<file path="src/rtl/posit_encode_pipe.sv">
// posit_encode_pipe: 3-stage posit encoder turning a decoded value_sum into a 32-bit posit word.
//   clk        rising-edge clock
//   reset      asynchronous active-high reset
//   in_valid   input sum valid
//   in_ready   stage 1 can take a new sum this cycle
//   in_data    value_sum {sign, scale, fraction, inf, zero}, hidden bit at fraction[ABITS-1]
//   out_valid  encoded posit valid
//   out_ready  consumer accepts the posit
//   out_posit  encoded posit (NBITS wide)
package posit_defines;
    localparam int NBITS = 32;
    localparam int ES    = 3;
    localparam int FBITS = 26;
    localparam int ABITS = FBITS + 4;
    typedef struct packed {
        logic              sign;
        logic signed [8:0] scale;
        logic [ABITS-1:0]  fraction;
        logic              inf;
        logic              zero;
    } value_sum;
endpackage

module posit_encode_pipe
    import posit_defines::*;
(
    input  logic             clk,
    input  logic             reset,
    input  logic             in_valid,
    output logic             in_ready,
    input  value_sum         in_data,
    output logic             out_valid,
    input  logic             out_ready,
    output logic [NBITS-1:0] out_posit
);
    // Shifter width: 2-bit regime seed, exponent, fraction below the hidden bit,
    // plus NBITS-2 zero pad so the longest regime run never loses dropped bits.
    localparam int BW = ES + ABITS + NBITS - 1;
    localparam logic [NBITS-1:0] MAXPOS = {1'b0, {(NBITS-1){1'b1}}};
    localparam logic [NBITS-1:0] NAR    = {1'b1, {(NBITS-1){1'b0}}};

    logic                    w_en1, w_en2, w_en3;
    logic [4:0]              w_lz;
    logic [ABITS-1:0]        w_norm;
    logic signed [10:0]      w_scale1;
    logic                    r1_v, r1_sign, r1_inf, r1_zero;
    logic signed [10:0]      r1_scale;
    logic [ABITS-2:0]        r1_frac;
    logic signed [10:0]      w_k;
    logic [10:0]             w_kabs;
    logic signed [BW-1:0]    w_base;
    logic [BW-1:0]           w_bits;
    logic                    r2_v, r2_sign, r2_inf, r2_zero, r2_smax, r2_smin;
    logic [BW-1:0]           r2_bits;
    logic                    w_rnd;
    logic [NBITS-1:0]        w_sum, w_mag, w_res;
    logic                    r3_v;
    logic [NBITS-1:0]        r3_posit;

    // A stage loads when empty or when its contents move on this cycle.
    assign w_en3     = !r3_v || out_ready;
    assign w_en2     = !r2_v || w_en3;
    assign w_en1     = !r1_v || w_en2;
    assign in_ready  = w_en1;
    assign out_valid = r3_v;
    assign out_posit = r3_posit;

    // S1: leading-zero count, highest set bit wins.
    always_comb begin
        w_lz = '0;
        for (int i = 0; i < ABITS; i++)
            if (in_data.fraction[i]) w_lz = 5'(ABITS - 1 - i);
    end

    assign w_norm   = in_data.fraction << w_lz;
    assign w_scale1 = {{2{in_data.scale[8]}}, in_data.scale} - {6'd0, w_lz};

    // S2: regime built by arithmetic-shifting a "10" (k>=0) or "01" (k<0) seed;
    // the shift replicates the seed's MSB, giving k+1 ones or -k zeros.
    assign w_k    = r1_scale >>> ES;
    assign w_kabs = w_k[10] ? ~w_k : w_k;
    assign w_base = {w_k[10] ? 2'b01 : 2'b10, r1_scale[ES-1:0], r1_frac, {(NBITS-2){1'b0}}};
    assign w_bits = w_base >>> w_kabs;

    // S3: round to nearest even on the NBITS-1 magnitude bits.
    assign w_rnd = r2_bits[BW-NBITS] & (r2_bits[BW-NBITS+1] | (|r2_bits[BW-NBITS-1:0]));
    assign w_sum = {1'b0, r2_bits[BW-1 -: NBITS-1]} + NBITS'(w_rnd);
    assign w_mag = (r2_smax || w_sum[NBITS-1]) ? MAXPOS :
                   (r2_smin || w_sum == '0)    ? NBITS'(1) : w_sum;
    assign w_res = r2_inf  ? NAR :
                   r2_zero ? '0  :
                   r2_sign ? -w_mag : w_mag;

    always_ff @(posedge clk or posedge reset) begin
        if (reset) begin
            r1_v     <= 1'b0;
            r1_sign  <= 1'b0;
            r1_inf   <= 1'b0;
            r1_zero  <= 1'b0;
            r1_scale <= '0;
            r1_frac  <= '0;
            r2_v     <= 1'b0;
            r2_sign  <= 1'b0;
            r2_inf   <= 1'b0;
            r2_zero  <= 1'b0;
            r2_smax  <= 1'b0;
            r2_smin  <= 1'b0;
            r2_bits  <= '0;
            r3_v     <= 1'b0;
            r3_posit <= '0;
        end else begin
            if (w_en1) begin
                r1_v     <= in_valid;
                r1_sign  <= in_data.sign;
                r1_inf   <= in_data.inf;
                // After normalization the hidden bit is clear only for a zero fraction.
                r1_zero  <= in_data.zero || !w_norm[ABITS-1];
                r1_scale <= w_scale1;
                r1_frac  <= w_norm[ABITS-2:0];
            end
            if (w_en2) begin
                r2_v    <= r1_v;
                r2_sign <= r1_sign;
                r2_inf  <= r1_inf;
                r2_zero <= r1_zero;
                r2_smax <= r1_scale > 11'sd240;
                r2_smin <= r1_scale < -11'sd240;
                r2_bits <= w_bits;
            end
            if (w_en3) begin
                r3_v     <= r2_v;
                r3_posit <= w_res;
            end
        end
    end
endmodule

</file>
<file path="config.mk">
export PLATFORM = sky130hd
export DESIGN_NAME = posit_encode_pipe
export DESIGN_NICKNAME = d
export VERILOG_FILES = /design/src/rtl/posit_encode_pipe.sv
export SDC_FILE = /design/constraint.sdc
export NUM_CORES = 1
export LEC_CHECK = 0
export CORE_UTILIZATION = 57
export CTS_CLUSTER_SIZE = 20
export DETAILED_ROUTE_END_ITERATION = 10
export DONT_BUFFER_PORTS = 1
export PLACE_DENSITY_LB_ADDON = 0.05
export SETUP_SLACK_MARGIN = 0.4
export SYNTH_ARGS = -nofsm -noshare
export SYNTH_HDL_FRONTEND = slang
export SYNTH_SLANG_ARGS = --single-unit
</file>
<file path="constraint.sdc">
create_clock -name clk -period 12.3 [get_ports clk]
set_clock_uncertainty 0.2 [all_clocks]
set_input_delay 2.46 -clock clk [delete_from_list [all_inputs] [get_ports clk]]
set_output_delay 2.46 -clock clk [all_outputs]
set_load 0.02 [all_outputs]
</file>
==> results of run 1 <==
[per-stage QoR]
step                      hold slack [ns]  instances  power (mW)  utilization (%)
final                              0.2774       1792       2.665            61.05
after global routing               0.3054       1792       2.830            61.05
after detailed placement           0.2412       1760       2.112            58.34
after CTS                          0.2832       1792       2.639            61.05
after floorplan                    0.2258       1594       1.771                -
after global placement             0.2358       1760       2.098            58.34
[kinds of logic (layout without fill, tap and decap cells)]
| group | count (synthesis) | count (layout) | synth area share, % |
|---|---|---|---|
| AO/OA/AOI/OAI | 467 | 467 | 22.70 |
| buffers and inverters | 167 | 85 | 5.627 |
| XOR/XNOR | 70 | 70 | 4.880 |
| adder cells (fa/ha/maj) | 28 | 28 | 2.459 |
| AND/OR/NAND/NOR | 539 | 539 | 20.48 |
| multiplexers | 177 | 177 | 15.13 |
| flip-flops | 146 | 146 | 28.73 |
[area by class of cell]
cell class / instances / area (um2)
fill: 1973 / 8501
multi-input combinational: 1281 / 8452
tap: 280 / 350.3
inverter: 34 / 132.6
clock inverter: 15 / 165.2
clock buffer: 17 / 425.4
sequential: 146 / 3655
timing repair buffer: 19 / 142.6
[sequential cells by signal, summed over array words and instances (netlist names), 10 cells and up]
signal,count
r1_frac,29
r2_bits,64
r1_scale,10
out_posit,32
[worst reg2reg max path, stage by stage, from the launching register on]
cell,delay (ns)
sky130_fd_sc_hd__dfrtp_1,0.44
sky130_fd_sc_hd__and2_1,0.16
sky130_fd_sc_hd__ha_1,0.32
sky130_fd_sc_hd__nand3_4,0.20
sky130_fd_sc_hd__or4_1,0.80
sky130_fd_sc_hd__xnor2_2,0.26
sky130_fd_sc_hd__nor4_1,0.44
sky130_fd_sc_hd__nand3_1,0.20
sky130_fd_sc_hd__nor4_4,0.34
sky130_fd_sc_hd__a21oi_2,0.19
sky130_fd_sc_hd__buf_4,0.24
sky130_fd_sc_hd__a21oi_1,0.24
sky130_fd_sc_hd__ha_1,0.30
sky130_fd_sc_hd__nand4b_1,0.24
sky130_fd_sc_hd__or2_2,0.41
sky130_fd_sc_hd__nor2_1,0.25
sky130_fd_sc_hd__and3_1,0.20
sky130_fd_sc_hd__nor4_1,0.05
sky130_fd_sc_hd__a211oi_1,0.24
sky130_fd_sc_hd__o31ai_1,0.10
[layer usage]
layer / wire length [um] / up-vias / global-route usage (%)
li1: - / 5627 / -
met1: 17090 / 5708 / 47.73
met2: 18470 / 462 / 56.83
met3: 2699 / 79 / 6.627
met4: 1037 / 0 / 11.90
met5: 0 / - / 0
[power by group through the flow]
stage | sequential [mW] | clock [mW] | combinational, mW
6_report | 0.869 | 0.525 | 1.27
5_1_grt | 0.893 | 0.549 | 1.39
4_1_cts | 0.866 | 0.530 | 1.24
3_5_place_dp | 0.874 | 0 | 1.24
3_3_place_gp | 0.869 | 0 | 1.23
2_1_floorplan | 0.748 | 0 | 1.02
[synthesized netlist by cell type (10+ instances only)]
cell,n
sky130_fd_sc_hd__and3_1,13
sky130_fd_sc_hd__buf_1,13
sky130_fd_sc_hd__mux2i_1,160
sky130_fd_sc_hd__nand4_1,17
sky130_fd_sc_hd__maj3_1,18
sky130_fd_sc_hd__nor2_1,147
sky130_fd_sc_hd__nand2b_1,12
sky130_fd_sc_hd__nand3_1,37
sky130_fd_sc_hd__o21ai_1,19
sky130_fd_sc_hd__o211ai_1,19
sky130_fd_sc_hd__o21a_1,10
sky130_fd_sc_hd__clkbuf_1,81
sky130_fd_sc_hd__a211oi_1,12
sky130_fd_sc_hd__a221oi_1,17
sky130_fd_sc_hd__nor3_1,32
sky130_fd_sc_hd__dfrtp_1,146
sky130_fd_sc_hd__nor4_1,24
sky130_fd_sc_hd__a21oi_1,141
sky130_fd_sc_hd__inv_1,31
sky130_fd_sc_hd__nand2_1,182
sky130_fd_sc_hd__xnor2_1,39
sky130_fd_sc_hd__a31oi_1,11
sky130_fd_sc_hd__nor2b_1,13
sky130_fd_sc_hd__a221o_1,10
sky130_fd_sc_hd__o31ai_1,12
sky130_fd_sc_hd__o21ai_0,136
sky130_fd_sc_hd__buf_2,29
sky130_fd_sc_hd__xor2_1,30
[how the worst max path moves through the flow]
stage | from | endpoint | slack [ns] | cells past startpoint
2_1_floorplan | reset | out_posit[0] | 5.72 | 1
3_3_place_gp | out_ready | in_ready | 5.24 | 5
3_5_place_dp | out_ready | in_ready | 5.20 | 5
4_1_cts | out_ready | in_ready | 5.20 | 5
5_1_grt | out_ready | in_ready | 5.06 | 5
6_report | out_ready | in_ready | 5.17 | 5
==> PnR_summary.wiki, run 1 <==
{| class="wikitable"
! Metric !! Value
|-
| Peak per-stage delay on the critical path || 0.87 ns
|-
| Cell area power density || 200.1 nW/um2
|-
| Net Sw Power || 1.291 mW
|-
| Final net count || 1555
|-
| Clk buf depth || 2
|-
| Seq pwr share || 32.6%
|-
| Static leakage || 5.479 nW
|-
| Top FF cell, synth || sky130_fd_sc_hd__dfrtp_1
|-
| Clk sink count || 146
|-
| Remaining routing DRC violations || 0
|-
| Number of buffers created by CTS || 17
|-
| Setup repair after global routing missed its margin || false
|-
| Worst-Margin Slew || 1.119 ns
|-
| Post-Synthesis Net Count || 1650
|-
| Min-Delay Endpoint || r1_sign
|-
| Synth Warn # || 0
|-
| First-pass GRT wire length || 62.09 mm
|-
| Worst setup slack for register-to-register paths || 6.36 ns
|-
| Family of cells with the greatest summed delay on the critical path || buffers and inverters
|-
| Clock insertion delay at the later pin of the skew report || 0.44 ns
|-
| Hold-fix buffers, CTS || 0
|-
| Clock network fraction of total power || 19.7%
|-
| Area of the die || 22910 um2
|-
| Clock root buffer || sky130_fd_sc_hd__clkbuf_16
|-
| Clock-pin slew on the worst setup and hold paths || 0.06 ns
|-
| Gate count of the mapped netlist || 1594
|-
| WP buf/inv || 3
|-
| Pin count of the biggest net entering global routing || 79
|-
| Worst hold path type || flip-flop to flip-flop
|-
| Antenna cells || 0
|-
| Io pins || 80
|-
| Wire length per cell || 21.93 um
|-
| Y dimension of the die || 151.4 um
|-
| WP data required || 9.64 ns
|-
| Data arrival time of the worst path || 4.47 ns
|-
| Core ar. || 21820 um2
|-
| Relative slew margins || 25.27%
|-
| Fraction of final layout cells with drive strength greater than 1 || 7.870%
|-
| F_max || 0.1403 GHz
|-
| Ordered cell list for the critical path || nor2b_2 > buf_4 > and3_1 > buf_4 > clkinv_1
|-
| Ratio of routed vias to standard cells || 6.627
|-
| IR drop worst, VDD || 158.5 uV
|-
| Area grow syn2layout || 4.752%
|-
| Via count of the first global-routing pass || 11.11k
|-
| Combined area of all synthesized cells || 12720 um2
|-
| Cell types occupying the most area after synthesis || sky130_fd_sc_hd__dfrtp_1 29%, sky130_fd_sc_hd__mux2i_1 13%, sky130_fd_sc_hd__a21oi_1 5.5%
|-
| Count of standard-cell rows || 54
|-
| Relative contribution of combinational cells to total power || 47.7%
|-
| GRT Util Overall || 35.44%
|-
| Min Clock Period, post-route || 7.125 ns
|-
| Worst setup slack after layout || 5.175 ns
|-
| Most frequent cells in the layout || 181 x sky130_fd_sc_hd__nand2_1, 160 x sky130_fd_sc_hd__mux2i_1, 147 x sky130_fd_sc_hd__nor2_1
|-
| Post-cts gate resize count || 0
|-
| Final design area excluding fillers || 13320 um2
|-
| Most common library cell in the layout ignoring fill and taps || sky130_fd_sc_hd__nand2_1
|-
| Htree depth || 4
|-
| Category of the worst setup path launch point || input port
|-
| Remaining antenna violation count after routing || 0
|-
| Peak fanout along the critical path || 51
|-
| Post-synthesis cell type with the largest combined area || sky130_fd_sc_hd__dfrtp_1
|-
| Setup Buffers After CTS || 0
|-
| Post-synth ARST share || 100.0%
|-
| Routability-driven placement congestion ratio || 0.9735
|-
| Syn Area/Cell || 7.979 um2
|-
| DR pass1 iterations || 6
|-
| Total placed instance area || 12730 um2
|-
| Effective utilization at floorplan || 58.28%
|-
| Detailed placement HPWL || 29.09 mm
|-
| Sw Ratio || 48.44%
|-
| Cell Int Power || 1.374 mW
|-
| Grt ovf || 0
|-
| Crit Reg-Reg Startpoint || r2_bits[32]
|-
| FF-to-FF path depth || 19
|-
| Number of different library cells in the post-synthesis netlist || 90
|-
| Top-area cell type share of the netlist area || 28.73%
|-
| CTS tree || yes
|-
| Overall via count from detail_route || 11.88k
|-
| Total length of routed wires || 39.30 mm
|-
| Initial antenna violation count || 0
|-
| Port Buffers || 0
|-
| Final worst path period share || 57.93%
|-
| Final hold vios || 0
|-
| Post-Place Setup Slack || 5.202 ns
|-
| Max-capacitance violation count || 0
|-
| Crit path top cell by count || sky130_fd_sc_hd__buf_4
|-
| Final setup TNS || 0 ns
|-
| Beginning of the worst hold path || r1_sign
|-
| Die width || 151.4 um
|-
| Terminus of the critical flop-to-flop path || out_posit[22]
|-
| Max Transition Viols Final || 0
|-
| Flip-flop and latch count after synthesis || 146
|-
| Count of flip-flops with a built-in enable after synthesis || 0
|-
| Slowest-stage cell, CP || sky130_fd_sc_hd__clkinv_1
|-
| Final setup violation count || 0
|-
| Classification of the worst setup path || input port to output port
|-
| Sequential-to-total area share from yosys stat || 28.73%
|-
| Cell count of the worst hold path || 2
|-
| Status || finished, final reports clean
|-
| Detailed router's first-iteration violation count || 1255
|-
| Kind of end point of the critical path || output port
|}
Power figures use the tool's default switching activity.
==> run 2: changes to the inputs <==
==> constraint.sdc (replaced) <==
create_clock -name clk -period 6.8 [get_ports clk]
set_clock_uncertainty 0.2 [all_clocks]
set_input_delay 1.36 -clock clk [delete_from_list [all_inputs] [get_ports clk]]
set_output_delay 1.36 -clock clk [all_outputs]
set_load 0.02 [all_outputs]
==> run 2 against run 1 <==
- total power increased by 81%
- utilization rose by 0.13 points
- worst hold slack got worse by 0.013 ns
- flip-flop and latch count did not move
- wire length is 0.22% lower
- critical path depth up 14
- worst setup slack got worse by 3.9 ns
==> PnR_summary.wiki, run 2 (synthesis gave the netlist of run 1 again) <==
{| class="wikitable"
! Metric !! Value
|-
| Status || finished, final reports clean
|-
| M1 GR Usage || 46.96% (-0.77 points)
|-
| Min-Delay Endpoint || r2_v
|-
| Via count of the first global-routing pass || 10.95k (-1.4%)
|-
| Overall power of the completed layout || 4.823 mW (+81%)
|-
| Crit Reg-Reg Startpoint || r2_bits[33]
|-
| Area grow syn2layout || 4.978%
|-
| Remaining routing DRC violations || 0 (unchanged)
|-
| Final setup violation count || 0 (unchanged)
|-
| Static leakage || 5.484 nW (+0.10%)
|-
| Met3 capacity usage during global routing || 5.843% (-0.78 points)
|-
| Final net count || 1557 (+0.13%)
|-
| Clk sink count || 146 (unchanged)
|-
| Y dimension of the die || 151.4 um (unchanged)
|-
| GRT Util Overall || 34.91% (-0.53 points)
|-
| Max-capacitance violation count || 0 (unchanged)
|-
| Ratio of routed vias to standard cells || 6.584 (-0.66%)
|-
| Placed insts || 1762 (+0.11%)
|-
| Io pins || 80 (unchanged)
|-
| Worst setup slack after layout || 1.232 ns (-3.943 ns)
|-
| Wire length per cell || 21.86 um (-0.33%)
|-
| Most common library cell in the layout ignoring fill and taps || sky130_fd_sc_hd__nand2_1
|-
| Met2 track demand over resource || 57.03% (+0.21 points)
|-
| WP data required || 6.91 ns (-2.73 ns)
|-
| Register containing the most flip-flops in the final layout || r2_bits
|-
| Total placed instance area || 12750 um2 (+0.18%)
|-
| Clock root buffer || sky130_fd_sc_hd__clkbuf_16
|-
| Terminus of the critical flop-to-flop path || out_posit[22]
|-
| Data arrival time of the worst path || 5.68 ns (+1.21 ns)
|-
| Fin util || 61.18% (+0.13 points)
|-
| Final setup TNS || 0 ns (unchanged)
|-
| Effective utilization at floorplan || 58.28% (unchanged)
|-
| Detailed router's first-iteration violation count || 1049 (-16%)
|-
| Count of standard-cell rows || 54 (unchanged)
|-
| Initial antenna violation count || 0 (unchanged)
|-
| Htree depth || 4 (unchanged)
|-
| Grt ovf || 0 (unchanged)
|-
| Overall via count from detail_route || 11.81k (-0.55%)
|-
| Antenna cells || 0 (unchanged)
|-
| FF-to-FF path depth || 19 (unchanged)
|-
| Beginning of the worst hold path || r1_v
|-
| Layer carrying the most global-route usage || met2
|-
| Pin count of the biggest net entering global routing || 83 (+5.1%)
|-
| Category of the worst setup path launch point || flip-flop
|-
| Peak fanout along the critical path || 23 (-55%)
|-
| Post-cts gate resize count || 0 (unchanged)
|-
| Area of the die || 22910 um2 (unchanged)
|-
| Clk buf depth || 2 (unchanged)
|-
| Filler Cells Inserted || 2016 (+2.2%)
|-
| Routability-driven placement congestion ratio || 0.9628 (-1.1%)
|-
| Worst setup slack for register-to-register paths || 1.23 ns (-5.13 ns)
|-
| Post-Place Setup Slack || 1.345 ns (-3.857 ns)
|-
| Max FFs per register || 64 (unchanged)
|-
| Die width || 151.4 um (unchanged)
|-
| First-pass GRT wire length || 61.22 mm (-1.4%)
|-
| Cell area power density || 361.2 nW/um2 (+81%)
|-
| Hold-fix buffers, CTS || 0 (unchanged)
|-
| Kind of end point of the critical path || flip-flop
|-
| Final design area excluding fillers || 13350 um2 (+0.22%)
|-
| CTS tree || yes
|-
| F_max || 0.1796 GHz
|-
| Tightest hold margin || 0.2642 ns (-0.01313 ns)
|-
| Number of buffers created by CTS || 17 (unchanged)
|-
| Most frequent cells in the layout || 181 x sky130_fd_sc_hd__nand2_1, 160 x sky130_fd_sc_hd__mux2i_1, 147 x sky130_fd_sc_hd__nor2_1
|-
| Max Transition Viols Final || 0 (unchanged)
|-
| DR pass1 iterations || 6 (unchanged)
|-
| Detailed placement HPWL || 29.02 mm (-0.25%)
|-
| Classification of the worst setup path || flip-flop to flip-flop
|-
| Remaining antenna violation count after routing || 0 (unchanged)
|-
| Final hold vios || 0 (unchanged)
|-
| Clock insertion delay at the later pin of the skew report || 0.43 ns (about the same)
|-
| Fraction of final layout cells with drive strength greater than 1 || 8.058% (+0.19 points)
|-
| Final worst path period share || 81.89%
|-
| IR drop worst, VDD || 205.7 uV (+30%)
|-
| Total length of routed wires || 39.22 mm (-0.22%)
|-
| Clock-pin slew on the worst setup and hold paths || 0.07 ns (about the same)
|-
| Worst hold path type || flip-flop to flip-flop
|-
| Min Clock Period, post-route || 5.568 ns
|-
| Core ar. || 21820 um2 (unchanged)
|-
| Worst-Margin Slew || 1.204 ns (+0.08462 ns)
|-
| Cell count of the worst hold path || 1 (-1)
|-
| Relative slew margins || 19.17% (-6.1 points)
|-
| Setup Buffers After CTS || 0 (unchanged)
|-
| Port Buffers || 0 (unchanged)
|-
| Setup repair after global routing missed its margin || false
|-
| Number of non-filler instances in the completed layout || 1794 (+0.11%)
|}
## run 2: cell count changes in the layout (fill, tap and decap cells not counted)
cell | before | now
sky130_fd_sc_hd__buf_4 | 19 | 21
sky130_fd_sc_hd__clkinv_4 | 2 | 0
sky130_fd_sc_hd__clkinv_8 | 3 | 4
sky130_fd_sc_hd__clkinvlp_4 | 1 | 4
sky130_fd_sc_hd__inv_6 | 5 | 2
sky130_fd_sc_hd__inv_8 | 5 | 6
sky130_fd_sc_hd__xnor2_1 | 39 | 38
sky130_fd_sc_hd__xnor2_2 | 1 | 2
## run 2: power breakdown
part,internal (mW),switching (mW),total (mW)
clock network,0.494,0.451,0.946
logic,0.859,1.46,2.32
registers,1.13,0.426,1.56
## run 2: routing by layer
layer	up-vias	wire length, um
met5	-	0
met4	0	881
met3	63	2686
met2	452	18870
met1	5675	16780
li1	5621	-
## run 2: worst max path at each step
stage	from	endpoint	slack, ns	depth (start not counted)
finish	r2_bits[33]	out_posit[22]	1.23	19
global route	r2_bits[32]	out_posit[30]	0.80	18
CTS	r2_bits[33]	out_posit[22]	1.32	19
detailed placement	r2_bits[33]	out_posit[22]	1.34	19
global placement	r2_bits[33]	out_posit[22]	1.56	19
floorplan	reset	out_posit[0]	1.32	1
## run 2: area by class of cell
| type | count | area (um2) | share of cell area (%) |
|---|---|---|---|
| repair buffers | 21 | 157.7 | 1.181 |
| well taps | 280 | 350.3 | 2.624 |
| multi-input cells | 1281 | 8459 | 63.36 |
| flip-flops and latches | 146 | 3655 | 27.37 |
| clock inverters | 15 | 171.4 | 1.284 |
| inverters | 34 | 132.6 | 0.9933 |
| clock buffers | 17 | 425.4 | 3.186 |
## run 2: worst max-delay path, cell delays in order, from the launching register on
cell,delay [ns]
sky130_fd_sc_hd__dfrtp_1,0.43
sky130_fd_sc_hd__and2_1,0.16
sky130_fd_sc_hd__ha_1,0.32
sky130_fd_sc_hd__nand3_4,0.19
sky130_fd_sc_hd__or4_1,0.78
sky130_fd_sc_hd__xnor2_2,0.26
sky130_fd_sc_hd__nor4_1,0.37
sky130_fd_sc_hd__nand3_1,0.19
sky130_fd_sc_hd__nor4_4,0.34
sky130_fd_sc_hd__a21oi_2,0.08
sky130_fd_sc_hd__buf_4,0.22
sky130_fd_sc_hd__a21oi_1,0.24
sky130_fd_sc_hd__ha_1,0.27
sky130_fd_sc_hd__nand4b_1,0.18
sky130_fd_sc_hd__or2_2,0.40
sky130_fd_sc_hd__nor2_1,0.21
sky130_fd_sc_hd__and3_1,0.18
sky130_fd_sc_hd__nor4_1,0.05
sky130_fd_sc_hd__a211oi_1,0.25
sky130_fd_sc_hd__o31ai_1,0.11
==> run 3: changes to the inputs <==
==> constraint.sdc (replaced) <==
create_clock -name clk -period 5.45 [get_ports clk]
set_clock_uncertainty 0.2 [all_clocks]
set_input_delay 1.09 -clock clk [delete_from_list [all_inputs] [get_ports clk]]
set_output_delay 1.09 -clock clk [all_outputs]
set_load 0.02 [all_outputs]
==> run 3 against run 2 <==
- cell area up 0.80%
- total power grew 25%
- fmax is 16% higher
- worst hold slack gained 0.0019 ns
- global-route usage about the same
- flip-flop and latch count stayed put
- utilization grew 0.49 points
- via count increased by 2.1%
- sequential power rose by 23%
- highest routed layer unchanged
==> PnR_summary.wiki, run 3 (synthesis gave the netlist of run 1 again) <==
{| class="wikitable"
! Metric !! Value
|-
| Max FFs per register || 64 (unchanged)
|-
| Remaining routing DRC violations || 0 (unchanged)
|-
| Relative slew margins || 14.87% (-4.3 points)
|-
| Final net count || 1569 (+0.77%)
|-
| Initial antenna violation count || 0 (unchanged)
|-
| Max Transition Viols Final || 0 (unchanged)
|-
| Setup Buffers After CTS || 0 (unchanged)
|-
| Category of the worst setup path launch point || flip-flop
|-
| Total placed instance area || 12850 um2 (+0.74%)
|-
| Routability-driven placement congestion ratio || 0.9491 (-1.4%)
|-
| Effective utilization at floorplan || 58.28% (unchanged)
|-
| Wire length per cell || 21.84 um (about the same)
|-
| Clock-pin slew on the worst setup and hold paths || 0.07 ns (about the same)
|-
| Register containing the most flip-flops in the final layout || r2_bits
|-
| Die width || 151.4 um (unchanged)
|-
| GRT Util Overall || 34.88% (about the same)
|-
| Beginning of the worst hold path || r1_v
|-
| Data arrival time of the worst path || 4.93 ns (-0.75 ns)
|-
| Area of the die || 22910 um2 (unchanged)
|-
| Core ar. || 21820 um2 (unchanged)
|-
| F_max || 0.2075 GHz (+16%)
|-
| Number of buffers created by CTS || 17 (unchanged)
|-
| Routed length on met2 || 18.91 mm (+0.22%)
|-
| Total length of routed wires || 39.45 mm (+0.60%)
|-
| IR drop worst, VDD || 228.5 uV (+11%)
|-
| Met1 wire length || 16.88 mm (+0.61%)
|-
| Setup crit start || r2_bits[33]
|-
| Peak per-stage delay on the critical path || 0.57 ns (-0.21 ns)
|-
| Filler Cells Inserted || 1949 (-3.3%)
|-
| Worst-Margin Slew || 1.268 ns (+0.06404 ns)
|-
| Y dimension of the die || 151.4 um (unchanged)
|-
| Count of standard-cell rows || 54 (unchanged)
|-
| Hold-fix buffers, CTS || 0 (unchanged)
|-
| Detailed placement HPWL || 29.33 mm (+1.1%)
|-
| Clock root buffer || sky130_fd_sc_hd__clkbuf_16
|-
| Overall via count from detail_route || 12.06k (+2.1%)
|-
| Tightest hold margin || 0.2662 ns (+0.001915 ns)
|-
| Max-capacitance violation count || 0 (unchanged)
|-
| Ratio of routed vias to standard cells || 6.679 (+1.4%)
|-
| Ordered cell list for the critical path || and2_1 > ha_2 > nand3_4 > or4_4 > nor3_4 > mux2i_1 > nand4b_1 > nor4_4 > a21oi_2 > buf_4 > and4bb_1 > ha_1 > nand4b_1 > or2_2 > nor2_2 > and3_1 > nor4_1 > a211oi_1 > o31ai_1
|-
| Clk sink count || 146 (unchanged)
|-
| Fin util || 61.67% (+0.49 points)
|-
| Min Clock Period, post-route || 4.820 ns (-0.7488 ns)
|-
| Remaining antenna violation count after routing || 0 (unchanged)
|-
| CTS tree || yes
|-
| Wire length on met3 || 2.832 mm (+5.4%)
|-
| WP data required || 5.56 ns (-1.35 ns)
|-
| Uppermost layer routed || met4
|-
| Overall power of the completed layout || 6.046 mW (+25%)
|-
| Final setup violation count || 0 (unchanged)
|-
| Pin count of the biggest net entering global routing || 147 (+77%)
|-
| Cell area power density || 449.2 nW/um2 (+24%)
|-
| Htree depth || 4 (unchanged)
|-
| Via count of the first global-routing pass || 11.06k (+0.93%)
|-
| Kind of end point of the critical path || flip-flop
|-
| DR pass1 iterations || 5 (-1)
|-
| Slowest-stage cell, CP || sky130_fd_sc_hd__or4_4
|-
| Most frequent cells in the layout || 181 x sky130_fd_sc_hd__nand2_1, 160 x sky130_fd_sc_hd__mux2i_1, 145 x sky130_fd_sc_hd__nor2_1, 145 x sky130_fd_sc_hd__dfrtp_1, 140 x sky130_fd_sc_hd__a21oi_1
|-
| Crit path top cell by count || sky130_fd_sc_hd__nand4b_1
|-
| Area grow syn2layout || 5.814%
|-
| Final design area excluding fillers || 13460 um2 (+0.80%)
|-
| Io pins || 80 (unchanged)
|-
| Setup repair after global routing missed its margin || true
|-
| Clock insertion delay at the later pin of the skew report || 0.44 ns (about the same)
|-
| Most common library cell in the layout ignoring fill and taps || sky130_fd_sc_hd__nand2_1
|-
| Detailed router's first-iteration violation count || 1065 (+1.5%)
|-
| Antenna cells || 0 (unchanged)
|-
| Final hold vios || 0 (unchanged)
|-
| Final worst path period share || 88.43% (+6.5 points)
|-
| Peak fanout along the critical path || 22 (-4.3%)
|-
| Static leakage || 5.545 nW (+1.1%)
|-
| Classification of the worst setup path || flip-flop to flip-flop
|-
| Clk buf depth || 2 (unchanged)
|-
| Port Buffers || 0 (unchanged)
|-
| Status || finished, final reports clean
|-
| First-pass GRT wire length || 61.08 mm (-0.23%)
|-
| Crit Reg-Reg Startpoint || r2_bits[33]
|-
| Final setup TNS || 0 ns (unchanged)
|-
| Fraction of final layout cells with drive strength greater than 1 || 9.043% (+0.99 points)
|-
| Grt ovf || 0 (unchanged)
|-
| Worst hold path type || flip-flop to flip-flop
|}
-- run 3: cell count changes in the layout (fill, tap and decap cells not counted), sizes merged --
cell      change
clkinvlp      -1
clkinv        +1
buf          +12
-- run 3: worst paths after layout --
kind	endpoint	slack [ns]	cells after the start
worst max-delay path	out_posit[22]	0.63	19
worst min-delay path	r2_v	0.27	1
worst max register to register	out_posit[22]	0.63	19
worst min register to register	r2_v	0.27	1
max in group asynchronous	r1_scale[9]	3.90	2
min in group asynchronous	out_posit[29]	0.54	2
-- run 3: power breakdown --
part	total, mW	internal (mW)	leakage [nW]	switching, mW
sequential	1.92	1.41	1.77	0.502
clock	1.18	0.616	0.284	0.568
combinational	2.95	1.09	3.50	1.85
-- run 3: worst max-delay path, delay by kind of cell, from the launching register on --
kind	cells	cell delay, ns
buffers and inverters	1	0.29
adder cells (fa/ha/maj)	2	0.50
flip-flops	1	0.42
multiplexers	1	0.12
AND/OR/NAND/NOR	12	2.65
AO/OA/AOI/OAI	3	0.52
-- run 3: final cells by class --
type                    count  area, um2  share of cell area (%)
flip-flops and latches    146       3655                   27.16
multi-input cells        1281       8469                   62.93
repair buffers             33      260.3                   1.934
clock buffers              17      425.4                   3.161
inverters                  34      131.4                  0.9762
well taps                 280      350.3                   2.603
clock inverters            15      166.4                   1.237
-- run 3: per-layer routing --
layer  up-vias  track usage, %
li1       5673               -
met4         0           9.700
met2       523           58.24
met5         -               0
met3        64           5.120
met1      5802           46.71
-- run 3: through the flow --
step                setup WS (ns)  std cells
floorplan                  0.7396       1594
global placement           0.3932       1774
detailed placement         0.1887       1774
CTS                        0.4204       1806
global route               0.3891       1806
finish                     0.6303       1806
-- run 3: timing repair --
action                                  4_1_cts  5_1_grt
endpoints found under the hold margin         0        0
gates cloned                                  0        0
pin swaps                                     0        2
gates resized for setup                       2        3
endpoints found under the setup margin        6        8
